## config.mk

```make
export PLATFORM = sky130hd
export DESIGN_NAME = fw_cmd_dispatch
export DESIGN_NICKNAME = d
export VERILOG_FILES = /design/src/rtl/fw_cmd_dispatch.sv
export SDC_FILE = /design/constraint.sdc
export NUM_CORES = 1
export LEC_CHECK = 0
export ABC_AREA = 1
export CORE_MARGIN = 5
export CORE_UTILIZATION = 40
export CTS_CLUSTER_DIAMETER = 100
export CTS_CLUSTER_SIZE = 10
export DETAILED_ROUTE_END_ITERATION = 10
export GPL_TIMING_DRIVEN = 0
export PLACE_DENSITY_LB_ADDON = 0.1
export SLEW_MARGIN = 0
export SYNTH_ARGS = -nofsm -noshare
export SYNTH_HDL_FRONTEND = slang
export SYNTH_SLANG_ARGS = --single-unit
```

## constraint.sdc

```tcl
create_clock -name fw_axi_clk -period 9.6 [get_ports fw_axi_clk]
set_input_delay 1.92 -clock fw_axi_clk [delete_from_list [all_inputs] [get_ports fw_axi_clk]]
set_output_delay 1.92 -clock fw_axi_clk [all_outputs]
set_load 0.02 [all_outputs]
```

## src/rtl/fw_cmd_dispatch.sv

```systemverilog
// ---------------------------------------------------------------------------
// fw_cmd_dispatch
//
// Purpose:
//   Decodes the firmware command word {device_id[31:28], op_code[27:24],
//   body[23:0]}. It holds the static-config and execute-config registers,
//   forwards array/data op codes to downstream engines and launches one of
//   NUM_TESTS test engines. A 32-bit status word records command activity,
//   test completion, watchdog timeout and execute errors.
//
// Ports:
//   fw_axi_clk, fw_rst   clock, asynchronous active-high reset
//   cmd_wdata/valid      command word and strobe
//   cmd_ready            always 1; commands are accepted every cycle
//   timeout_cycles       watchdog limit for a running test (0 = off)
//   test_done            per-test completion pulse
//   cfg_static_0/1       static configuration registers
//   execute_cfg          body of the last valid execute command
//   exec_start           one-hot start pulse to the selected test
//   exec_abort           abort pulse to all tests
//   fwd_valid/op/body    forwarded array/data command
//   rd_valid/rd_data     read response
//   busy                 a test is running
//   status               status word
//
// Optional feature (macro FW_CMD_DISPATCH_CMD_COUNT_EN):
//   When defined, a 16-bit counter of accepted commands addressed to this
//   instance is kept. NOOP returns {8'h00, count} on the read port, and
//   W_RST_FW clears the counter.
// ---------------------------------------------------------------------------
module fw_cmd_dispatch #(
    parameter logic [3:0] FIRMWARE_ID  = 4'h1,
    parameter int         NUM_TESTS    = 5,
    parameter int         TEST_NUM_LSB = 12,
    parameter int         TIMEOUT_W    = 20
) (
    input  logic                 fw_axi_clk,
    input  logic                 fw_rst,
    input  logic [31:0]          cmd_wdata,
    input  logic                 cmd_valid,
    output logic                 cmd_ready,
    input  logic [TIMEOUT_W-1:0] timeout_cycles,
    input  logic [NUM_TESTS-1:0] test_done,
    output logic [23:0]          cfg_static_0,
    output logic [23:0]          cfg_static_1,
    output logic [23:0]          execute_cfg,
    output logic [NUM_TESTS-1:0] exec_start,
    output logic                 exec_abort,
    output logic                 fwd_valid,
    output logic [3:0]           fwd_op,
    output logic [23:0]          fwd_body,
    output logic                 rd_valid,
    output logic [23:0]          rd_data,
    output logic                 busy,
    output logic [31:0]          status
);

    typedef enum logic {S_IDLE, S_RUN} state_t;

    state_t                 r_state, w_state_nxt;
    logic [23:0]            r_cfg0, w_cfg0_nxt;
    logic [23:0]            r_cfg1, w_cfg1_nxt;
    logic [23:0]            r_exe, w_exe_nxt;
    logic [NUM_TESTS-1:0]   r_start, w_start_nxt;
    logic                   r_abort, w_abort_nxt;
    logic                   r_fwd_valid, w_fwd_valid_nxt;
    logic [3:0]             r_fwd_op, w_fwd_op_nxt;
    logic [23:0]            r_fwd_body, w_fwd_body_nxt;
    logic                   r_rd_valid, w_rd_valid_nxt;
    logic [23:0]            r_rd_data, w_rd_data_nxt;
    logic [31:0]            r_status, w_status_nxt;
    logic [3:0]             r_active, w_active_nxt;
    logic [TIMEOUT_W-1:0]   r_wdog, w_wdog_nxt;
`ifdef FW_CMD_DISPATCH_CMD_COUNT_EN
    logic [15:0]            r_cnt, w_cnt_nxt;
`endif

    logic                   w_hit;
    logic [3:0]             w_op;
    logic [23:0]            w_body;
    logic [3:0]             w_tnum;
    logic                   w_t_ok;
    logic [NUM_TESTS-1:0]   w_start_vec;
    logic                   w_done_hit;
    logic                   w_to_hit;
    logic [TIMEOUT_W-1:0]   w_wdog_inc;

    assign cmd_ready    = 1'b1;
    assign cfg_static_0 = r_cfg0;
    assign cfg_static_1 = r_cfg1;
    assign execute_cfg  = r_exe;
    assign exec_start   = r_start;
    assign exec_abort   = r_abort;
    assign fwd_valid    = r_fwd_valid;
    assign fwd_op       = r_fwd_op;
    assign fwd_body     = r_fwd_body;
    assign rd_valid     = r_rd_valid;
    assign rd_data      = r_rd_data;
    assign busy         = (r_state == S_RUN);
    assign status       = r_status;

    assign w_hit  = cmd_valid && (cmd_wdata[31:28] == FIRMWARE_ID);
    assign w_op   = cmd_wdata[27:24];
    assign w_body = cmd_wdata[23:0];
    assign w_tnum = cmd_wdata[TEST_NUM_LSB +: 4];
    assign w_t_ok = (w_tnum != 4'd0) && ({28'd0, w_tnum} <= 32'(NUM_TESTS));

    // Watchdog value after the current RUN cycle; saturates at all-ones.
    // The timeout fires on the cycle this value reaches timeout_cycles, so
    // busy stays high for exactly timeout_cycles cycles.
    assign w_wdog_inc = (&r_wdog) ? r_wdog : r_wdog + 1'b1;

    always_comb begin
        w_start_vec = '0;
        w_done_hit  = 1'b0;
        for (int k = 0; k < NUM_TESTS; k++) begin
            w_start_vec[k] = (w_tnum == 4'(k + 1));
            if ((r_active == 4'(k)) && test_done[k])
                w_done_hit = 1'b1;
        end
        w_done_hit = w_done_hit && (r_state == S_RUN);
    end

    // Done on the active test wins over a simultaneous timeout.
    assign w_to_hit = (r_state == S_RUN) && !w_done_hit &&
                      (timeout_cycles != '0) && (w_wdog_inc == timeout_cycles);

    always_comb begin
        w_state_nxt     = r_state;
        w_cfg0_nxt      = r_cfg0;
        w_cfg1_nxt      = r_cfg1;
        w_exe_nxt       = r_exe;
        w_start_nxt     = '0;
        w_abort_nxt     = 1'b0;
        w_fwd_valid_nxt = 1'b0;
        w_fwd_op_nxt    = r_fwd_op;
        w_fwd_body_nxt  = r_fwd_body;
        w_rd_valid_nxt  = 1'b0;
        w_rd_data_nxt   = r_rd_data;
        w_status_nxt    = r_status;
        w_active_nxt    = r_active;
        w_wdog_nxt      = r_wdog;
`ifdef FW_CMD_DISPATCH_CMD_COUNT_EN
        w_cnt_nxt       = r_cnt;
`endif

        // Test completion and watchdog are resolved first so that a command
        // in the same cycle (status clear, firmware reset) overrides them.
        if (r_state == S_RUN) begin
            w_wdog_nxt = w_wdog_inc;
            if (w_done_hit) begin
                w_status_nxt[5'd14 + {1'b0, r_active}] = 1'b1;
                w_state_nxt = S_IDLE;
            end else if (w_to_hit) begin
                w_status_nxt[30] = 1'b1;
                w_abort_nxt      = 1'b1;
                w_state_nxt      = S_IDLE;
            end
        end

        if (w_hit) begin
`ifdef FW_CMD_DISPATCH_CMD_COUNT_EN
            w_cnt_nxt = r_cnt + 16'd1;
`endif
            case (w_op)
                4'h0: begin
`ifdef FW_CMD_DISPATCH_CMD_COUNT_EN
                    // Reports the count of commands accepted before this NOOP.
                    w_rd_valid_nxt = 1'b1;
                    w_rd_data_nxt  = {8'h00, r_cnt};
`endif
                end
                4'h1: begin
                    w_cfg0_nxt   = '0;
                    w_cfg1_nxt   = '0;
                    w_exe_nxt    = '0;
                    w_status_nxt = 32'h0000_0001;
`ifdef FW_CMD_DISPATCH_CMD_COUNT_EN
                    w_cnt_nxt    = '0;
`endif
                    if (r_state == S_RUN) begin
                        w_abort_nxt = 1'b1;
                        w_state_nxt = S_IDLE;
                    end
                end
                4'h2: begin
                    w_cfg0_nxt      = w_body;
                    w_status_nxt[1] = 1'b1;
                end
                4'h3: begin
                    w_rd_valid_nxt  = 1'b1;
                    w_rd_data_nxt   = r_cfg0;
                    w_status_nxt[2] = 1'b1;
                end
                4'h4: begin
                    w_cfg1_nxt      = w_body;
                    w_status_nxt[3] = 1'b1;
                end
                4'h5: begin
                    w_rd_valid_nxt  = 1'b1;
                    w_rd_data_nxt   = r_cfg1;
                    w_status_nxt[4] = 1'b1;
                end
                4'hE: begin
                    w_status_nxt = '0;
                end
                4'hF: begin
                    if (!w_t_ok || (r_state == S_RUN)) begin
                        w_status_nxt[31] = 1'b1;
                    end else begin
                        w_exe_nxt        = w_body;
                        w_start_nxt      = w_start_vec;
                        w_status_nxt[13] = 1'b1;
                        w_state_nxt      = S_RUN;
                        w_active_nxt     = w_tnum - 4'd1;
                        w_wdog_nxt       = '0;
                    end
                end
                default: begin
                    // 0x6..0xD: array/data ops, forwarded without handshake.
                    w_fwd_valid_nxt         = 1'b1;
                    w_fwd_op_nxt            = w_op;
                    w_fwd_body_nxt          = w_body;
                    w_status_nxt[w_op - 4'd1] = 1'b1;
                end
            endcase
        end
    end

    always_ff @(posedge fw_axi_clk or posedge fw_rst) begin
        if (fw_rst) begin
            r_state     <= S_IDLE;
            r_cfg0      <= '0;
            r_cfg1      <= '0;
            r_exe       <= '0;
            r_start     <= '0;
            r_abort     <= 1'b0;
            r_fwd_valid <= 1'b0;
            r_fwd_op    <= '0;
            r_fwd_body  <= '0;
            r_rd_valid  <= 1'b0;
            r_rd_data   <= '0;
            r_status    <= '0;
            r_active    <= '0;
            r_wdog      <= '0;
`ifdef FW_CMD_DISPATCH_CMD_COUNT_EN
            r_cnt       <= '0;
`endif
        end else begin
            r_state     <= w_state_nxt;
            r_cfg0      <= w_cfg0_nxt;
            r_cfg1      <= w_cfg1_nxt;
            r_exe       <= w_exe_nxt;
            r_start     <= w_start_nxt;
            r_abort     <= w_abort_nxt;
            r_fwd_valid <= w_fwd_valid_nxt;
            r_fwd_op    <= w_fwd_op_nxt;
            r_fwd_body  <= w_fwd_body_nxt;
            r_rd_valid  <= w_rd_valid_nxt;
            r_rd_data   <= w_rd_data_nxt;
            r_status    <= w_status_nxt;
            r_active    <= w_active_nxt;
            r_wdog      <= w_wdog_nxt;
`ifdef FW_CMD_DISPATCH_CMD_COUNT_EN
            r_cnt       <= w_cnt_nxt;
`endif
        end
    end

endmodule

```

# Yosys cells after proc, flatten, opt, wreduce, memory -nomap -nowiden
# Cells that the tools add are included.
[word_totals]
register_bits = 189
out_inout_bits = 166
wordCells = 142
inputBits = 60
[classes]
n_mux = 56
bitwise_logic = 4
n_addsub = 4
n_reduce_logical = 40
magnitude_cmp = 5
eq_ne = 19
[ops]
columns = ["operator", "n"]
rows = [
  ["case mux 24 bit (2 select lines)", 4],
  ["two-way mux 20 bit", 5],
  ["two-way mux 32 bit", 2],
  ["case mux 17 bit (2 select lines)", 1],
  ["bitwise OR 32 x 16 -> 32 bit", 1],
  ["bitwise OR 32 bit", 1],
  ["two-way mux 30 bit", 1],
  ["two-way mux 1 bit", 28],
  ["OR reduction 5 bit", 5],
  ["== test 4 x 2 -> 1 bit, second input constant", 6],
  ["two-way mux 24 bit", 1],
  ["case mux 1 bit (3 select lines)", 7],
  ["adder 20 x 1 -> 20 bit, second input constant", 1],
  ["== test 20 bit", 1],
  ["== test 4 x 3 -> 1 bit, second input constant", 5],
  ["AND reduction 20 bit", 1],
  ["nonzero test 20 bit", 1],
  ["== test 4 x 1 -> 1 bit, second input constant", 4],
  ["case mux 8 bit (2 select lines)", 1],
  ["two-way mux 5 bit", 3],
  ["logical AND 1 bit", 13],
  ["== test 4 bit, second input constant", 2],
  ["logical NOT 4 bit", 2],
  ["AND reduction 2 bit", 4],
  ["other kinds (20)", 28],
]

# Depth between registers and ports, before layout
[logic_depth]
word_depth = 18
mapped_depth = 18
mapped_depth_nobuf = 18

# Worst setup path before layout
# No wires, ideal clock.
[synth_timing]
kind = "input -> register"
start = "input port cmd_wdata[12]"
end = "register r_exe[0], in the netlist execute_cfg[0]"
t_arrival_ns = 3.263
t_required_ns = 9.534
stages = 12
setup_ns = 0.066
setup_slack_ns = 6.271
n_path_buf = 1
path_cell_list = "inv_1 -> ha_1 -> nand2_1 -> nand3_1 -> a31oi_1 -> inv_1 -> nand2_1 -> o21ai_1 -> nor2_1 -> buf_2 -> nand3_1 -> nand2_1"
[synth_via]
elab_chain_cells = 6
elab_cells_between_ends = 7
cone_classes = "order compare: 1; eq/ne: 1; reduce/logical: 5"
[synth_lines]
columns = ["item", "line", "text"]
rows = [
  ["start, declared", "39", "input logic [31:0] cmd_wdata,"],
  ["less-or-equal comparator 4 x 3 -> 1 bit / nonzero test 4 bit (equally long branches)", "106", "assign w_t_ok = (w_tnum != 4'd0) && ({28'd0, w_tnum} <= 32'(NUM_TESTS));"],
  ["logical AND 1 bit *", "106", ""],
  ["logical NOT 1 bit *", "208", "if (!w_t_ok || (r_state == S_RUN)) begin"],
  ["logical OR 1 bit *", "208", ""],
  ["inequality test 2 bit (no source line) *", "-", ""],
  ["AND reduction 3 bit (no source line) *", "-", ""],
  ["end signal, assigned", "253", "r_exe <= w_exe_nxt;"],
  ["end, declared", "63", "logic [23:0] r_exe, w_exe_nxt;"],
]
# Every way passes the cells marked *; elsewhere a longest branch is shown, timed or not.
# A chain may end at the register's enable or synchronous reset.

# Worst setup path after layout
[layout_timing]
start = "input port cmd_wdata[26]"
end = "register r_fwd_body[10], in the netlist fwd_body[10]"
[layout_via]
elab_chain_cells = 4
elab_cells_between_ends = 11
cone_classes = "eq/ne: 7; bitwise: 1; reduce/logical: 3"
[layout_lines]
columns = ["item", "line", "text"]
rows = [
  ["== test 4 bit, or another cell as far along", "165", "case (w_op)"],
  ["OR reduction 8 bit (no source line) *", "-", ""],
  ["NOT 1 bit (no source line) *", "-", ""],
  ["AND reduction 2 bit (no source line) *", "-", ""],
  ["end signal, assigned", "258", "r_fwd_body <= w_fwd_body_nxt;"],
  ["end, declared", "68", "logic [23:0] r_fwd_body, w_fwd_body_nxt;"],
]
# Marked as above.

==> results.py <==
metrics = {
    "synth": {
        "synth.area.top_cells": "dfrtp_1 53%, nand2_1 11%, o21ai_0 7.0%, nand3_1 5.4%, inv_1 5.2%",
        "synth_top_family_by_area": "simple AND/OR/NAND/NOR gates",
        "synth_top_area_share": 0.532,
        "syn_avg_cell_area_um2": 8.09,
        "synth-edff-count": 0,
        "async_flop_share": 1.00,
        "yosysTopAreaCell": "dfrtp_1",
        "synthMuxAreaShare": 0,
        "synth_cell_types": 36,
        "yosysSeqAreaShare": 0.532,
        "yosysWarnings": 0,
        "synthesis.nets": 1166,
        "ys_ff_latch": 189,
        "synth_adder_area_share": 0.00844,
        "synth-xor-area-share": 0.00591,
        "synthSimpleGateAreaFrac": 0.252,
        "synth_compound_area_frac": 0.122,
        "syn_inst": 1100,
        "synthesis.area_um2": 8900,
        "synthFlopType": "dfrtp_1",
    },
    "power": {
        "seqPwrFrac": 0.422,
        "power.leakage_nw": 5.79,
        "pwr_density_cell_nw_per_um2": 194,
        "p_clk_frac": 0.315,
        "sw_frac_of_total": 0.348,
        "combPwrFrac": 0.263,
        "p_total_mw": 2.35,
        "p_sw_mw": 0.818,
        "peakVddDrop_mv": 0.117,
        "p_int_mw": 1.53,
    },
    "clock_network": {
        "worstSkewPairLatency_ps": 440,
        "cts_buffers": 17,
        "post_cts_resized": 0,
        "cts_buffer_depth": 2,
        "clk_pin_slew_ps": 80,
        "cts_tree": "built",
        "htree_levels": 4,
        "postCtsHoldBufs": 0,
        "post_cts_buffers": 0,
        "cts_num_sinks": 189,
        "root_buffer": "clkbuf_16",
    },
    "cells_and_area": {
        "num-fill-cells": 2106,
        "synthToLayoutAreaGrowth_pct": 36.5,
        "drive_above_1_share": 0.0560,
        "nNetsFinal": 1410,
    },
    "sta": {
        "tightest_slew_ps": 823,
        "fmax_mhz": 236,
        "rsz0062_at_grt": "false",
        "hold_viol": 0,
        "finalWorstSetupSlack_ps": 5360,
        "slew_headroom": 0.451,
        "finalSetupViolations": 0,
        "tns_ps": 0,
        "fin_crit_ps": 4240,
        "layout_worst_path_cycle_share": 0.442,
        "clock_skew_ps": 11.5,
        "report.final.slew_viol_count": 0,
    },
    "worst_setup_path": {
        "end_kind": "flip-flop",
        "cp_max_fo": 10,
        "arrival_ps": 4530,
        "crit_required_ps": 9890,
        "startpoint": "cmd_wdata[26]",
        "r2r_slack_ps": 7030,
        "crit_path_start_kind": "input pin",
        "crit_type": "in2reg",
        "reg2reg_to": "busy",
        "slowest_stage": "clkdlybuf4s50_1",
        "path_delay_family": "buffers and inverters",
        "cp_cell_sequence": "clkdlybuf4s50_1 -> inv_1 -> nor2_2 -> nand2_1 -> o211ai_1 -> nor3_1 -> inv_2 -> clkbuf_1 -> o21ai_0",
        "reg2reg_from": "r_wdog[0]",
        "reg2reg_depth": 14,
        "max_stage_delay_ps": 550,
        "worst-path-buf-inv": 4,
    },
    "status": {
        "status": "finished clean",
    },
    "grt": {
        "antenna_found_initial": 1,
        "grt_usage": 0.235,
        "grt_pass1_wl_um": 47800,
        "grt_max_degree": 109,
        "grt_pass1_vias": 8370,
        "grt-ovfl-total": 0,
    },
    "hold_path": {
        "holdPathStages": 2,
        "hp-start": "status[0]",
        "hp-class": "reg2reg",
        "holdPathEnd": "status[0]",
    },
    "place": {
        "place_hpwl_um": 22400,
        "pre_cts_ws_ps": 4930,
        "routabilityCongestion": 0.890,
        "portBuffers": 224,
    },
    "drt": {
        "drc": 0,
        "postRouteAntennaNets": 0,
        "wl_um": 30100,
        "first_pass_iters": 5,
        "initialDrtViolationCount": 481,
        "dr_total_vias": 8499,
        "wl_per_cell_um": 18.4,
        "viasPerCell": 5.19,
    },
    "floorplan": {
        "die_w_um": 159,
        "die_h_um": 159,
        "dieArea_um2": 25300,
        "io_pins": 226,
        "rows": 54,
        "core_area_um2": 21900,
        "start_util": 0.406,
    },
    "flow_run": {
        "max-cap-violations": 0,
    },
}
==> power groups by stage <==
stage | Clock, mW | Sequential, mW | Combinational [mW]
2_1_floorplan | 0 | 1.06 | 0.302
3_3_place_gp | 0 | 1.00 | 0.613
3_5_place_dp | 0 | 1.00 | 0.620
4_1_cts | 0.753 | 0.990 | 0.622
5_1_grt | 0.787 | 1.01 | 0.687
6_report | 0.740 | 0.991 | 0.619
==> worst max path at each step <==
| stage | to | slack, ps | cells after the start |
|---|---|---|---|
| 3_5_place_dp | execute_cfg[18] | 4930 | 13 |
| 4_1_cts | execute_cfg[19] | 5390 | 13 |
| 6_report | fwd_body[10] | 5360 | 9 |
| 5_1_grt | fwd_body[7] | 5170 | 9 |
| 2_1_floorplan | busy | 2540 | 1 |
| 3_3_place_gp | fwd_body[16] | -390 | 2 |
==> cell usage after synthesis (2+ instances only) <==
cell	number
a21oi_1	44
a31oi_1	29
buf_2	18
clkbuf_1	28
dfrtp_1	189
ha_1	6
inv_1	124
inv_2	3
nand2_1	262
nand2_2	3
nand3_1	96
nand3_2	3
nand3b_1	2
nand4_1	21
nor2_1	98
nor2_2	4
nor2_4	6
nor3_1	13
nor3b_1	2
o211ai_1	3
o21ai_0	125
o21ai_1	3
xor2_1	5
==> worst register-to-register path, delay by kind of cell, from the launching register on <==
kind | cells | cell delay [ps]
AOI/OAI and AO/OA | 1 | 60
adders and majority gates | 1 | 290
DFF | 1 | 440
and+or+nand+nor | 12 | 1650
==> per-layer routing <==
metal  global-route usage  up-vias  wire, um
met2                0.358      280     13600
li1                     -     4081         -
met3               0.0463       34      1930
met4               0.0787        0       709
met1                0.338     4104     13900
met5                    0        -         0
==> through the flow <==
step	utilization	cell area, um2	instances	hold slack, ps
final	0.555	12100	1638	479
after global routing	0.555	12100	1638	507
after CTS	0.554	12100	1637	481
after detailed placement	0.526	11500	1605	462
after global placement	0.525	11500	1604	460
after floorplan	-	8900	1100	541
==> cell families after synthesis <==
| kind of cell | Yosys count |
|---|---|
| other cells | 1 |
| compound gates | 207 |
| buf+inv | 177 |
| flops | 189 |
| xor+xnor | 6 |
| fa+ha+maj | 6 |
| simple gates | 514 |
==> cells in the final DEF, fill, tap and decap left out, drive strengths merged <==
cell,instances
a21oi,44
a31oi,29
a41oi,1
and3,1
buf,21
bufinv,1
clkbuf,47
clkdlybuf4s50,224
clkinv,8
conb,1
dfrtp,189
diode,1
ha,6
inv,133
nand2,266
nand3,100
nand3b,2
nand4,21
nor2,108
nor3,14
nor3b,2
o211ai,3
o21ai,128
o22ai,1
o31ai,1
xnor2,1
xor2,5
==> sequential cells by signal, summed over array words and instances (netlist names) <==
name / cells
busy: 1
cfg_static_0: 24
cfg_static_1: 24
exec_abort: 1
exec_start: 5
execute_cfg: 24
fwd_body: 24
fwd_op: 4
fwd_valid: 1
r_active: 4
r_wdog: 20
rd_data: 24
rd_valid: 1
status: 32
==> area by class of cell <==
cell class	instances	area [um2]	area share
Sequential cell	189	4730	0.390
Buffer	48	214	0.0176
Clock buffer	19	443	0.0365
Timing Repair Buffer	225	2270	0.187
Multi-Input combinational cell	734	3460	0.285
Inverter	129	497	0.0409
Clock inverter	13	170	0.0140
Antenna cell	1	2.50	0.000206
Tap cell	280	350	0.0289
No activity file was read; power rests on OpenSTA's default activity.
